`config.mk`:
```
export PLATFORM = sky130hd
export DESIGN_NAME = lsu_mem_initiator
export DESIGN_NICKNAME = d
export VERILOG_FILES = /design/src/rtl/lsu_mem_initiator.sv
export SDC_FILE = /design/constraint.sdc
export NUM_CORES = 1
export LEC_CHECK = 0
export ABC_CLOCK_PERIOD_IN_PS = 2500
export BUFFER_PORTS_ARGS = -buffer_cell sky130_fd_sc_hd__buf_4
export CAP_MARGIN = 40
export CORE_MARGIN = 3
export CORE_UTILIZATION = 26
export DETAILED_ROUTE_END_ITERATION = 16
export GPL_TIMING_DRIVEN = 0
export PLACE_DENSITY_LB_ADDON = 0.25
export SLEW_MARGIN = 10
export SYNTH_ARGS = -nofsm -noshare
export SYNTH_HDL_FRONTEND = slang
export SYNTH_SLANG_ARGS = --single-unit
```
`constraint.sdc`:
```
create_clock -name clk -period 2.5 [get_ports clk]
set_clock_uncertainty 0.15 [all_clocks]
set_input_delay 0 -clock clk [delete_from_list [all_inputs] [get_ports clk]]
set_output_delay 0 -clock clk [all_outputs]
set_load 0.01 [all_outputs]
```
`src/rtl/lsu_mem_initiator.sv`:
```
// Single-outstanding LSU-to-scratchpad request initiator: accepts one load/store/CAS,
// issues a one-cycle mem_req, waits for mem_ready with timeout, returns tagged result.
module lsu_mem_initiator #(
  parameter int XLEN    = 32,
  parameter int TAG_W   = 6,
  parameter int TIMEOUT = 15
) (
  input  logic             clk,
  input  logic             reset,
  input  logic             op_valid,
  output logic             op_ready,
  input  logic             op_we,
  input  logic             op_atomic,
  input  logic             op_signed,
  input  logic [1:0]       op_size,
  input  logic [XLEN-1:0]  op_addr,
  input  logic [XLEN-1:0]  op_wdata,
  input  logic [XLEN-1:0]  op_cmp_val,
  input  logic [TAG_W-1:0] op_tag,
  output logic             mem_req,
  output logic             mem_we,
  output logic             mem_atomic,
  output logic [1:0]       mem_size,
  output logic [XLEN-1:0]  mem_addr,
  output logic [XLEN-1:0]  mem_wdata,
  output logic [XLEN-1:0]  mem_cmp_val,
  input  logic             mem_ready,
  input  logic [XLEN-1:0]  mem_rdata,
  input  logic             mem_error,
  output logic             res_valid,
  input  logic             res_ready,
  output logic [TAG_W-1:0] res_tag,
  output logic [XLEN-1:0]  res_data,
  output logic [1:0]       res_exc
);

  localparam int CNT_W = $clog2(TIMEOUT + 1);

  typedef enum logic [1:0] {
    IDLE  = 2'd0,
    ISSUE = 2'd1,
    WAIT  = 2'd2,
    DONE  = 2'd3
  } state_t;

  state_t             state;
  logic [CNT_W-1:0]   cnt;
  logic               req_we;
  logic               req_atomic;
  logic               req_signed;
  logic [1:0]         req_size;
  logic [XLEN-1:0]    req_addr;
  logic [XLEN-1:0]    req_wdata;
  logic [XLEN-1:0]    req_cmp_val;
  logic [TAG_W-1:0]   req_tag;

  // Selects the addressed lane of the raw word and extends it; CAS returns the old word.
  function automatic logic [XLEN-1:0] extract(
    input logic [XLEN-1:0] rdata,
    input logic [1:0]      size,
    input logic            sgn,
    input logic [1:0]      lane,
    input logic            we,
    input logic            atomic
  );
    logic [XLEN-1:0] sh;
    logic [XLEN-1:0] res;
    res = '0;
    sh  = '0;
    if (atomic) begin
      res = rdata;
    end else if (we) begin
      res = '0;
    end else begin
      case (size)
        2'b00: begin
          sh  = rdata >> {lane, 3'b000};
          res = {{(XLEN-8){sgn & sh[7]}}, sh[7:0]};
        end
        2'b01: begin
          sh  = rdata >> {lane[1], 4'b0000};
          res = {{(XLEN-16){sgn & sh[15]}}, sh[15:0]};
        end
        2'b10:   res = rdata;
        default: res = '0;
      endcase
    end
    return res;
  endfunction

  assign mem_we      = req_we;
  assign mem_atomic  = req_atomic;
  assign mem_size    = req_size;
  assign mem_addr    = req_addr;
  assign mem_wdata   = req_wdata;
  assign mem_cmp_val = req_cmp_val;
  assign res_tag     = req_tag;

  always_ff @(posedge clk) begin
    if (reset) begin
      state       <= IDLE;
      cnt         <= '0;
      op_ready    <= 1'b0;
      mem_req     <= 1'b0;
      res_valid   <= 1'b0;
      res_data    <= '0;
      res_exc     <= 2'b00;
      req_we      <= 1'b0;
      req_atomic  <= 1'b0;
      req_signed  <= 1'b0;
      req_size    <= 2'b00;
      req_addr    <= '0;
      req_wdata   <= '0;
      req_cmp_val <= '0;
      req_tag     <= '0;
    end else begin
      case (state)
        IDLE: begin
          if (op_valid && op_ready) begin
            op_ready    <= 1'b0;
            req_we      <= op_we;
            req_atomic  <= op_atomic;
            req_signed  <= op_signed;
            req_size    <= op_size;
            req_addr    <= op_addr;
            req_wdata   <= op_wdata;
            req_cmp_val <= op_cmp_val;
            req_tag     <= op_tag;
            // Illegal ops are answered directly without touching memory.
            if (op_size == 2'b11 || (op_atomic && op_size != 2'b10)) begin
              state     <= DONE;
              res_valid <= 1'b1;
              res_exc   <= 2'b11;
              res_data  <= '0;
            end else begin
              state   <= ISSUE;
              mem_req <= 1'b1;
            end
          end else begin
            op_ready <= 1'b1;
          end
        end
        ISSUE: begin
          mem_req <= 1'b0;
          if (mem_error) begin
            state     <= DONE;
            res_valid <= 1'b1;
            res_exc   <= 2'b01;
            res_data  <= '0;
          end else begin
            cnt   <= '0;
            state <= WAIT;
          end
        end
        WAIT: begin
          if (mem_ready) begin
            state     <= DONE;
            res_valid <= 1'b1;
            res_exc   <= 2'b00;
            res_data  <= extract(mem_rdata, req_size, req_signed, req_addr[1:0],
                                 req_we, req_atomic);
          end else if (cnt == CNT_W'(TIMEOUT - 1)) begin
            state     <= DONE;
            res_valid <= 1'b1;
            res_exc   <= 2'b10;
            res_data  <= '0;
          end else begin
            cnt <= cnt + 1'b1;
          end
        end
        DONE: begin
          if (res_ready) begin
            state     <= IDLE;
            res_valid <= 1'b0;
            op_ready  <= 1'b1;
          end else begin
            res_valid <= 1'b1;
          end
        end
        default: begin
          state     <= IDLE;
          op_ready  <= 1'b0;
          mem_req   <= 1'b0;
          res_valid <= 1'b0;
        end
      endcase
    end
  end

endmodule
```
==> results.py, run 1 <==
metrics = {
    "outcome": {
        "status": "finished clean",
    },
    "detailed_routing": {
        "drtIter0Drc": 287,
        "wire_per_inst_um": 15.10,
        "postRouteWirelength_mm": 22.57,
        "dr.pass1.iters": 7,
        "drc_errors": 0,
        "ant_nets": 0,
        "via_per_inst": 4.599,
        "num_vias": 6876,
    },
    "timing": {
        "max_freq_ghz": 0.4410,
        "period_needed_ns": 2.267,
        "worst_slack_ns": 0.2327,
        "tightest_slew_ns": 0.6605,
        "rsz0062_at_grt": "no",
        "finalSetupViolCount": 0,
        "maxSlewHeadroom": 0.5471,
        "fin_crit_sh": 0.9069,
        "finalMaxSlewViolations": 0,
        "report.final.hold_viol_count": 0,
    },
    "global_routing": {
        "track_usage": 0.1772,
        "gr-total-overflow": 0,
        "grt_pass1_wl_mm": 34.96,
        "grt_pass1_vias": 6800,
        "grt_max_degree": 17,
        "antenna_found_initial": 0,
    },
    "synth": {
        "synthesis.area_um2": 5924,
        "ys_seq_elements": 150,
        "netlist_instances": 751,
        "yosysTopAreaCellShare": 0.5069,
        "yosysWarnings": 0,
        "synth-edff-count": 0,
        "async_flop_share": 0,
        "syn_nets": 903,
        "syn_avg_cell_area_um2": 7.889,
        "synthFlopType": "dfxtp_1",
        "ys_types": 47,
        "synthTopCellsByArea": "dfxtp_1 (51%), nand2_1 (16%), a21oi_1 (12%)",
        "synth-seq-area-share": 0.5069,
        "synth.largest_area_cell": "dfxtp_1",
    },
    "layout": {
        "layout-drive-gt1-share": 0.2864,
        "insertedDiodeCount": 0,
        "syn2layout_area_growth_pct": 77.25,
        "fillers": 2137,
        "layout.nets": 1355,
        "fin_cells": 1495,
        "multi_input_area_um2": 2683,
        "layout.area.seq_um2": 3003,
    },
    "cts": {
        "cts_root_buf": "clkbuf_16",
        "h-tree-depth": 4,
        "cts.sinks": 150,
        "cts_buffer_depth": 2,
        "clock_latency_ns": 0.41,
        "cts_buffers": 17,
        "path_clk_slew_ns": 0.07,
        "cts_tree": "yes",
    },
    "critical_path": {
        "critPathKind": "flip-flop to flip-flop",
        "cp-startpoint": "state[1]",
        "path_max_fanout": 10,
        "timing.rr.start": "state[1]",
        "worstPathRequired_ns": 2.64,
        "rrSetupSlack_ns": 0.23,
        "rr_worst_depth": 10,
        "cp-start-kind": "flip-flop",
        "worstReg2RegEnd": "res_data[23]",
        "cp-end-kind": "flip-flop",
        "arrival_ns": 2.41,
    },
    "floorplan": {
        "core-area_um2": 22090,
        "rows": 54,
        "num_io_pins": 288,
        "die_h_um": 157.0,
        "die-area_um2": 24630,
        "die_x_um": 157.0,
        "start_util": 0.2682,
    },
    "placed_design": {
        "finalWeightedCongestion": 0.8260,
        "place_inst": 1318,
        "io_buffers": 287,
        "hpwl_mm": 15.75,
        "dp_slack_ns": -0.1588,
    },
    "power": {
        "max-vdd-ir-drop_mv": 0.4233,
        "p_leak_nw": 4.384,
        "power_density_nw_per_um2": 755.8,
    },
    "hold_path": {
        "worst_hold_path.endpoint": "mem_req",
        "hold_path.class": "input pin to flip-flop",
        "hp-start": "op_valid",
        "whs_path_depth": 5,
    },
    "job": {
        "maxCapViolCount": 0,
    },
}
## stage by stage
step	total power [mW]	hold WS, ns	cell area (um2)	utilization	TNS (ns)
after floorplan	4.131	-0.01404	5924	-	0
after global placement	5.140	0.09841	8429	0.3815	-1.735
after detailed placement	5.152	0.1050	8429	0.3815	-1.569
after CTS	7.989	0.01149	10480	0.4741	0
after global routing	8.417	0.03674	10500	0.4753	0
final	7.937	0.03231	10500	0.4753	0
## cells by family (layout without fill, tap and decap cells)
group / after synthesis / in the layout / synth area share
adder cells (fa/ha/maj): 7 / 7 / 0.01478
AO/OA/AOI/OAI: 219 / 219 / 0.2108
flip-flops: 150 / 150 / 0.5069
buffers and inverters: 62 / 526 / 0.04224
AND/OR/NAND/NOR: 306 / 306 / 0.2112
multiplexers: 7 / 7 / 0.01415
## per-layer routing
| metal | up-vias | part of all wire | global-route usage |
|---|---|---|---|
| li1 | 3448 | - | - |
| met1 | 3134 | 0.41 | 0.2063 |
| met2 | 247 | 0.49 | 0.3099 |
| met3 | 47 | 0.070 | 0.04729 |
| met4 | 0 | 0.032 | 0.06920 |
| met5 | - | 0 | 0 |
## registers in the layout, summed over array words and instances, names as in the netlist
| register | flops |
|---|---|
| res_exc | 2 |
| res_tag | 6 |
| state | 2 |
| mem_cmp_val | 32 |
| mem_req | 1 |
| mem_we | 1 |
| mem_wdata | 32 |
| mem_size | 2 |
| res_data | 32 |
| mem_atomic | 1 |
| mem_addr | 32 |
| res_valid | 1 |
| req_signed | 1 |
| cnt | 4 |
| op_ready | 1 |
## final cells by class
type | instances | share of cell area
multi-input cells | 539 | 0.2555
repair buffers | 434 | 0.3446
inverters | 6 | 0.002145
clock inverters | 14 | 0.01597
plain buffers | 55 | 0.02204
well taps | 280 | 0.03336
flip-flops and latches | 150 | 0.2860
clock buffers | 17 | 0.04051
## worst max-delay path by stage
stage                                to  slack (ns)  cells after the start
final                      res_data[23]        0.23                     10
after global routing      mem_wdata[23]        0.02                      9
after CTS                   mem_addr[1]        0.02                      9
after detailed placement   res_data[23]       -0.16                      8
after global placement     res_data[19]       -0.14                      8
after floorplan            res_data[19]        0.44                      9
## worst max-delay path, stage by stage (launching register included)
cell	delay, ns
dfxtp_1	0.40
inv_1	0.10
ha_1	0.18
buf_2	0.17
nor2b_1	0.18
a2111oi_4	0.27
buf_4	0.19
a21oi_4	0.08
clkbuf_2	0.22
nand2_1	0.10
o21ai_0	0.09
## Yosys cell counts, drive strengths merged (2+ instances only)
cell type / n
and2: 2
clkbuf: 38
dfxtp: 150
a221oi: 9
nand3: 7
nor2b: 5
a211o: 2
nand2: 257
nor3: 2
a31oi: 7
mux2i: 5
nand2b: 3
a211oi: 2
nor2: 17
a22oi: 2
inv: 6
o21ai: 39
a2111oi: 3
ha: 7
a21oi: 143
and3: 3
nor4bb: 6
o41ai: 2
buf: 18
## power breakdown
group	total [mW]	switching (mW)	leakage [nW]	internal [mW]
logic	2.48	1.36	2.88	1.12
registers	2.85	0.171	1.22	2.68
clock network	2.61	1.11	0.284	1.50
total	7.94	2.65	4.38	5.29
## cell usage in the layout, fill, tap and decap left out, types with 2 or more instances in the layout
master           n
a221oi_1         9
nand3_1          7
a2111oi_4        2
buf_4          290
buf_2           10
clkinv_4         5
nor4bb_1         6
mux2i_1          5
a31oi_1          7
nand2_1        257
a211o_1          2
and3_1           2
clkbuf_1        33
inv_8            2
nor2_1          17
o41ai_1          2
a22oi_1          2
a21oi_1        142
o21ai_0         39
nand2b_1         3
inv_6            3
clkinvlp_4       2
dfxtp_1        150
inv_1            6
ha_1             7
clkbuf_16       17
nor2b_1          5
buf_1            4
clkbuf_2         7
bufinv_16        2
dlygate4sd3_1  144
## what timing repair did
action / CTS / global route
setup endpoints to repair: 30 / 60
hold buffers: 144 / 0
pin swaps: 1 / 1
buffers inserted: 1 / 2
gates resized for setup: 2 / 7
hold endpoints to repair: 147 / 0
(Power assumes the default switching activity.)
==> run 2, diff against run 1 <==
--- a/config.mk
+++ b/config.mk
@@ -9,8 +9,9 @@
 export BUFFER_PORTS_ARGS = -buffer_cell sky130_fd_sc_hd__buf_4
 export CAP_MARGIN = 40
 export CORE_MARGIN = 3
-export CORE_UTILIZATION = 26
+export CORE_UTILIZATION = 35
 export DETAILED_ROUTE_END_ITERATION = 16
+export GPL_ROUTABILITY_DRIVEN = 1
 export GPL_TIMING_DRIVEN = 0
 export PLACE_DENSITY_LB_ADDON = 0.25
 export SLEW_MARGIN = 10
==> results.py, run 2 (synthesis results as in run 1) <==
metrics = {
    "outcome": {
        "status": "finished clean",
    },
    "timing": {
        "setup_tns_ns": 0,
        "finalSetupViolCount": 0,
        "fin_crit_sh": 0.9350,
        "report.final.hold_viol_count": 0,
        "tightest_slew_ns": 0.6738,
        "timing.hold.ws_ns": 0.05482,
        "finalMaxSlewViolations": 0,
        "max_freq_ghz": 0.4278,
        "period_needed_ns": 2.338,
        "maxSlewHeadroom": 0.5392,
    },
    "cts": {
        "clock_latency_ns": 0.41,
        "path_clk_slew_ns": 0.06,
        "cts_buffers": 17,
        "cts.sinks": 150,
        "h-tree-depth": 4,
        "cts_tree": "yes",
        "cts_root_buf": "clkbuf_16",
        "cts_buffer_depth": 2,
    },
    "critical_path": {
        "cp-end-kind": "flip-flop",
        "worstReg2RegEnd": "res_data[7]",
        "arrival_ns": 2.52,
        "path_max_fanout": 10,
        "cp-startpoint": "mem_size[1]",
        "critPathKind": "flip-flop to flip-flop",
        "worstPathRequired_ns": 2.68,
        "cp-start-kind": "flip-flop",
        "rr_worst_depth": 7,
        "rrSetupSlack_ns": 0.16,
        "crit_end": "res_data[7]",
        "timing.rr.start": "mem_size[1]",
    },
    "global_routing": {
        "track_usage": 0.2402,
        "gr-total-overflow": 0,
        "grt_max_degree": 17,
        "grt_pass1_wl_mm": 35.36,
        "antenna_found_initial": 0,
        "grt_pass1_vias": 6875,
    },
    "layout": {
        "insertedDiodeCount": 0,
        "layout.area.seq_um2": 3004,
        "fillers": 1385,
        "multi_input_area_um2": 2683,
        "layout.nets": 1355,
        "layout_common_cells": "buf_4 (289), nand2_1 (257), dfxtp_1 (149)",
        "syn2layout_area_growth_pct": 75.38,
        "fin_util": 0.6401,
        "layout-drive-gt1-share": 0.2864,
        "mostFrequentLayoutCell": "buf_4",
    },
    "power": {
        "p_leak_nw": 4.358,
        "p_switching_mw": 2.574,
        "power_frac_clock": 0.313,
        "power_density_nw_per_um2": 749.2,
        "swShare": 0.3307,
        "max-vdd-ir-drop_mv": 0.4642,
        "combPwrFrac": 0.320,
        "p_int_mw": 5.210,
        "power_frac_seq": 0.367,
    },
    "detailed_routing": {
        "drc_errors": 0,
        "dr.pass1.iters": 5,
        "postRouteWirelength_mm": 22.86,
        "ant_nets": 0,
        "drtIter0Drc": 447,
        "num_vias": 7005,
        "wire_per_inst_um": 15.97,
        "via_per_inst": 4.895,
    },
    "placed_design": {
        "io_buffers": 287,
        "hpwl_mm": 15.33,
        "finalWeightedCongestion": 0.9028,
    },
    "floorplan": {
        "num_io_pins": 288,
        "core-area_um2": 16230,
        "rows": 46,
        "die_x_um": 136.1,
        "start_util": 0.3650,
        "die-area_um2": 18520,
        "die_h_um": 136.1,
    },
    "hold_path": {
        "hold_path.class": "input pin to flip-flop",
        "whs_path_depth": 5,
    },
    "job": {
        "maxCapViolCount": 0,
    },
}
[run 2: what timing repair did]
action                                 in CTS  in global routing
buffers inserted                            1                  1
setup endpoints to repair                  12                 60
gates resized for setup                     1                 11
endpoints found under the hold margin     147                  0
hold buffers                              145                  0
pin swaps                                   1                  1
[run 2: critical path: stages, from the launching register on]
cell and delay (ns):
dfxtp_1 0.44, nor2b_1 0.25, a21o_1 0.14, buf_2 0.21
clkbuf_2 0.29, a32oi_1 0.07, dlygate4sd3_1 0.57, o21ai_0 0.14
[run 2: layout make-up]
class / instances / share of cell area
Timing Repair Buffer: 434 / 0.3485
Sequential cell: 150 / 0.2891
Multi-Input combinational cell: 539 / 0.2582
Clock buffer: 20 / 0.04395
Tap cell: 216 / 0.02601
Buffer: 55 / 0.02216
Clock inverter: 11 / 0.009875
Inverter: 6 / 0.002168
[run 2: power groups by stage]
stage	Sequential [mW]	Combinational [mW]	Clock, mW
after floorplan	3.00	1.13	0
after global placement	2.89	2.21	0
final	2.85	2.49	2.44
after detailed placement	2.90	2.23	0
after global routing	2.89	2.74	2.58
after CTS	2.85	2.43	2.49
[run 2: how the worst min path moves through the flow]
| stage | slack [ns] | end | from |
|---|---|---|---|
| after detailed placement | 0.11 | req_signed | op_signed |
| after CTS | 0.02 | mem_req | op_valid |
| after floorplan | -0.01 | req_signed | op_signed |
| after global placement | 0.1 | mem_wdata[9] | op_wdata[9] |
| after global routing | 0.15 | mem_req | op_valid |
| final | 0.05 | mem_req | op_valid |
[run 2: through the flow]
step	cells	worst slack, ns	total power [mW]	instance area, um2
floorplan	751	0.4370	4.131	5924
global placement	1254	-0.03754	5.099	8349
detailed placement	1254	-0.06339	5.123	8349
CTS	1431	0.02095	7.775	10370
global route	1431	-0.02416	8.214	10390
finish	1431	0.1624	7.784	10390
[run 2: metal layers]
| metal | share of wire | vias to the layer above | routed length (um) | global-route usage |
|---|---|---|---|---|
| met5 | 0 | - | 0 | 0 |
| met4 | 0.031 | 0 | 712 | 0.09854 |
| met3 | 0.074 | 53 | 1687 | 0.06329 |
| met2 | 0.50 | 276 | 11420 | 0.4216 |
| met1 | 0.40 | 3233 | 9039 | 0.2765 |
| li1 | - | 3443 | - | - |
==> run 3, diff against run 2 <==
--- a/config.mk
+++ b/config.mk
@@ -8,6 +8,7 @@
 export ABC_CLOCK_PERIOD_IN_PS = 2500
 export BUFFER_PORTS_ARGS = -buffer_cell sky130_fd_sc_hd__buf_4
 export CAP_MARGIN = 40
+export CORE_ASPECT_RATIO = 1.25
 export CORE_MARGIN = 3
 export CORE_UTILIZATION = 35
 export DETAILED_ROUTE_END_ITERATION = 16
==> results.py, run 3 (synthesis results as in run 1) <==
metrics = {
    "placed_design": {
        "placed_area_um2": 8349,
        "finalWeightedCongestion": 0.9030,
        "dp_slack_ns": -0.1643,
        "hpwl_mm": 15.04,
        "io_buffers": 287,
    },
    "cts": {
        "cts_tree": "yes",
        "cts_root_buf": "clkbuf_16",
        "path_clk_slew_ns": 0.06,
        "h-tree-depth": 4,
        "clock_latency_ns": 0.42,
        "cts.sinks": 150,
        "cts_buffers": 17,
        "cts_buffer_depth": 2,
    },
    "critical_path": {
        "cp-end-kind": "flip-flop",
        "crit_slowest_cell": "dfxtp_1",
        "critPathMaxStageDelay_ns": 0.41,
        "path_max_fanout": 10,
        "critPathKind": "flip-flop to flip-flop",
        "cp_cell_sequence": "inv_1 > ha_1 > a31oi_2 > nand2_1 > a21oi_2 > buf_2 > nand2_1 > o21ai_0",
        "worstPathRequired_ns": 2.69,
        "cp-start-kind": "flip-flop",
        "critPathBufInv": 2,
        "path_delay_family": "compound AO/OA/AOI/OAI gates",
        "arrival_ns": 2.49,
        "cp_common_cell": "nand2_1",
    },
    "layout": {
        "layout-drive-gt1-share": 0.2864,
        "layout_common_cells": "buf_4 (289), nand2_1 (257), dfxtp_1 (150)",
        "fin_area_um2": 10390,
        "fin_util": 0.6335,
        "layout.nets": 1354,
        "mostFrequentLayoutCell": "buf_4",
        "insertedDiodeCount": 0,
        "syn2layout_area_growth_pct": 75.31,
        "fillers": 1381,
    },
    "timing": {
        "report.final.hold_viol_count": 0,
        "rsz0062_at_grt": "no",
        "maxSlewHeadroom": 0.5568,
        "finalSetupViolCount": 0,
        "period_needed_ns": 2.303,
        "max_freq_ghz": 0.4343,
        "tightest_slew_ns": 0.6480,
        "finalMaxSlewViolations": 0,
        "worst_slack_ns": 0.1972,
        "fin_crit_sh": 0.9211,
    },
    "floorplan": {
        "num_io_pins": 288,
        "die-area_um2": 18530,
        "die_x_um": 122.4,
        "core-area_um2": 16400,
        "start_util": 0.3613,
        "die_h_um": 151.5,
        "rows": 52,
    },
    "job": {
        "maxCapViolCount": 0,
    },
    "power": {
        "finalPower_mw": 7.781,
        "power_density_nw_per_um2": 749.2,
        "max-vdd-ir-drop_mv": 0.4400,
        "p_leak_nw": 4.369,
    },
    "detailed_routing": {
        "via_per_inst": 4.897,
        "postRouteWirelength_mm": 22.44,
        "dr.pass1.iters": 5,
        "drc_errors": 0,
        "drtIter0Drc": 499,
        "ant_nets": 0,
        "wire_per_inst_um": 15.68,
        "num_vias": 7007,
    },
    "outcome": {
        "status": "finished clean",
    },
    "global_routing": {
        "grt_pass1_wl_mm": 34.83,
        "antenna_found_initial": 0,
        "grt_max_degree": 17,
        "grt_pass1_vias": 7040,
        "gr-total-overflow": 0,
        "track_usage": 0.2362,
    },
    "hold_path": {
        "hold_path.class": "input pin to flip-flop",
    },
}
[run 3: cell count changes in the layout (fill, tap and decap cells not counted), sizes merged]
cell         delta
clkinvlp        -3
dlygate4sd3     -1
clkbuf          +1
clkinv          +3
[run 3: what timing repair did]
action,4_1_cts,5_1_grt
hold buffers,144,0
endpoints found under the hold margin,147,0
endpoints found under the setup margin,30,61
buffers inserted,1,1
pin swaps,1,1
resized for setup,2,4
[run 3: cell type report]
class	instances	area, um2	share of cell area
repair buffers	433	3611	0.3477
well taps	216	270.3	0.02602
plain buffers	55	229.0	0.02205
multi-input cells	539	2681	0.2582
clock inverters	11	98.84	0.009517
flip-flops and latches	150	3003	0.2891
clock buffers	21	470.5	0.04530
inverters	6	22.52	0.002168
[run 3: routing by layer]
metal / vias up / share of wire / global-route usage
met5: - / 0 / 0
met4: 0 / 0.025 / 0.09300
met3: 38 / 0.078 / 0.06907
met2: 294 / 0.52 / 0.4330
met1: 3231 / 0.38 / 0.2533
li1: 3444 / - / -
[run 3: power breakdown]
group / total, mW / internal [mW] / switching, mW
logic: 2.47 / 1.10 / 1.36
clock network: 2.47 / 1.45 / 1.02
registers: 2.85 / 2.68 / 0.172
total: 7.78 / 5.23 / 2.56
[run 3: worst min-delay path: stages]
cell	delay (ns)
buf_4	0.10
and3_2	0.16
o21ai_0	0.07
a22oi_1	0.18
nor2_1	0.05
[run 3: metrics by stage]
stage	hold WS (ns)	instances	setup TNS, ns
2_1_floorplan	-0.01404	751	0
3_3_place_gp	0.09671	1254	-2.207
3_5_place_dp	0.1058	1254	-2.822
4_1_cts	0.01387	1431	0
5_1_grt	0.05526	1431	0
6_report	0.03228	1431	0
[run 3: worst paths after layout]
check	start	end	slack, ns	cells past startpoint
setup / recovery	cnt[0]	res_data[10]	0.20	8
hold / removal	op_valid	mem_req	0.03	5
setup reg to reg	cnt[0]	res_data[10]	0.20	8
hold reg to reg	res_exc[1]	res_exc[1]	0.30	2
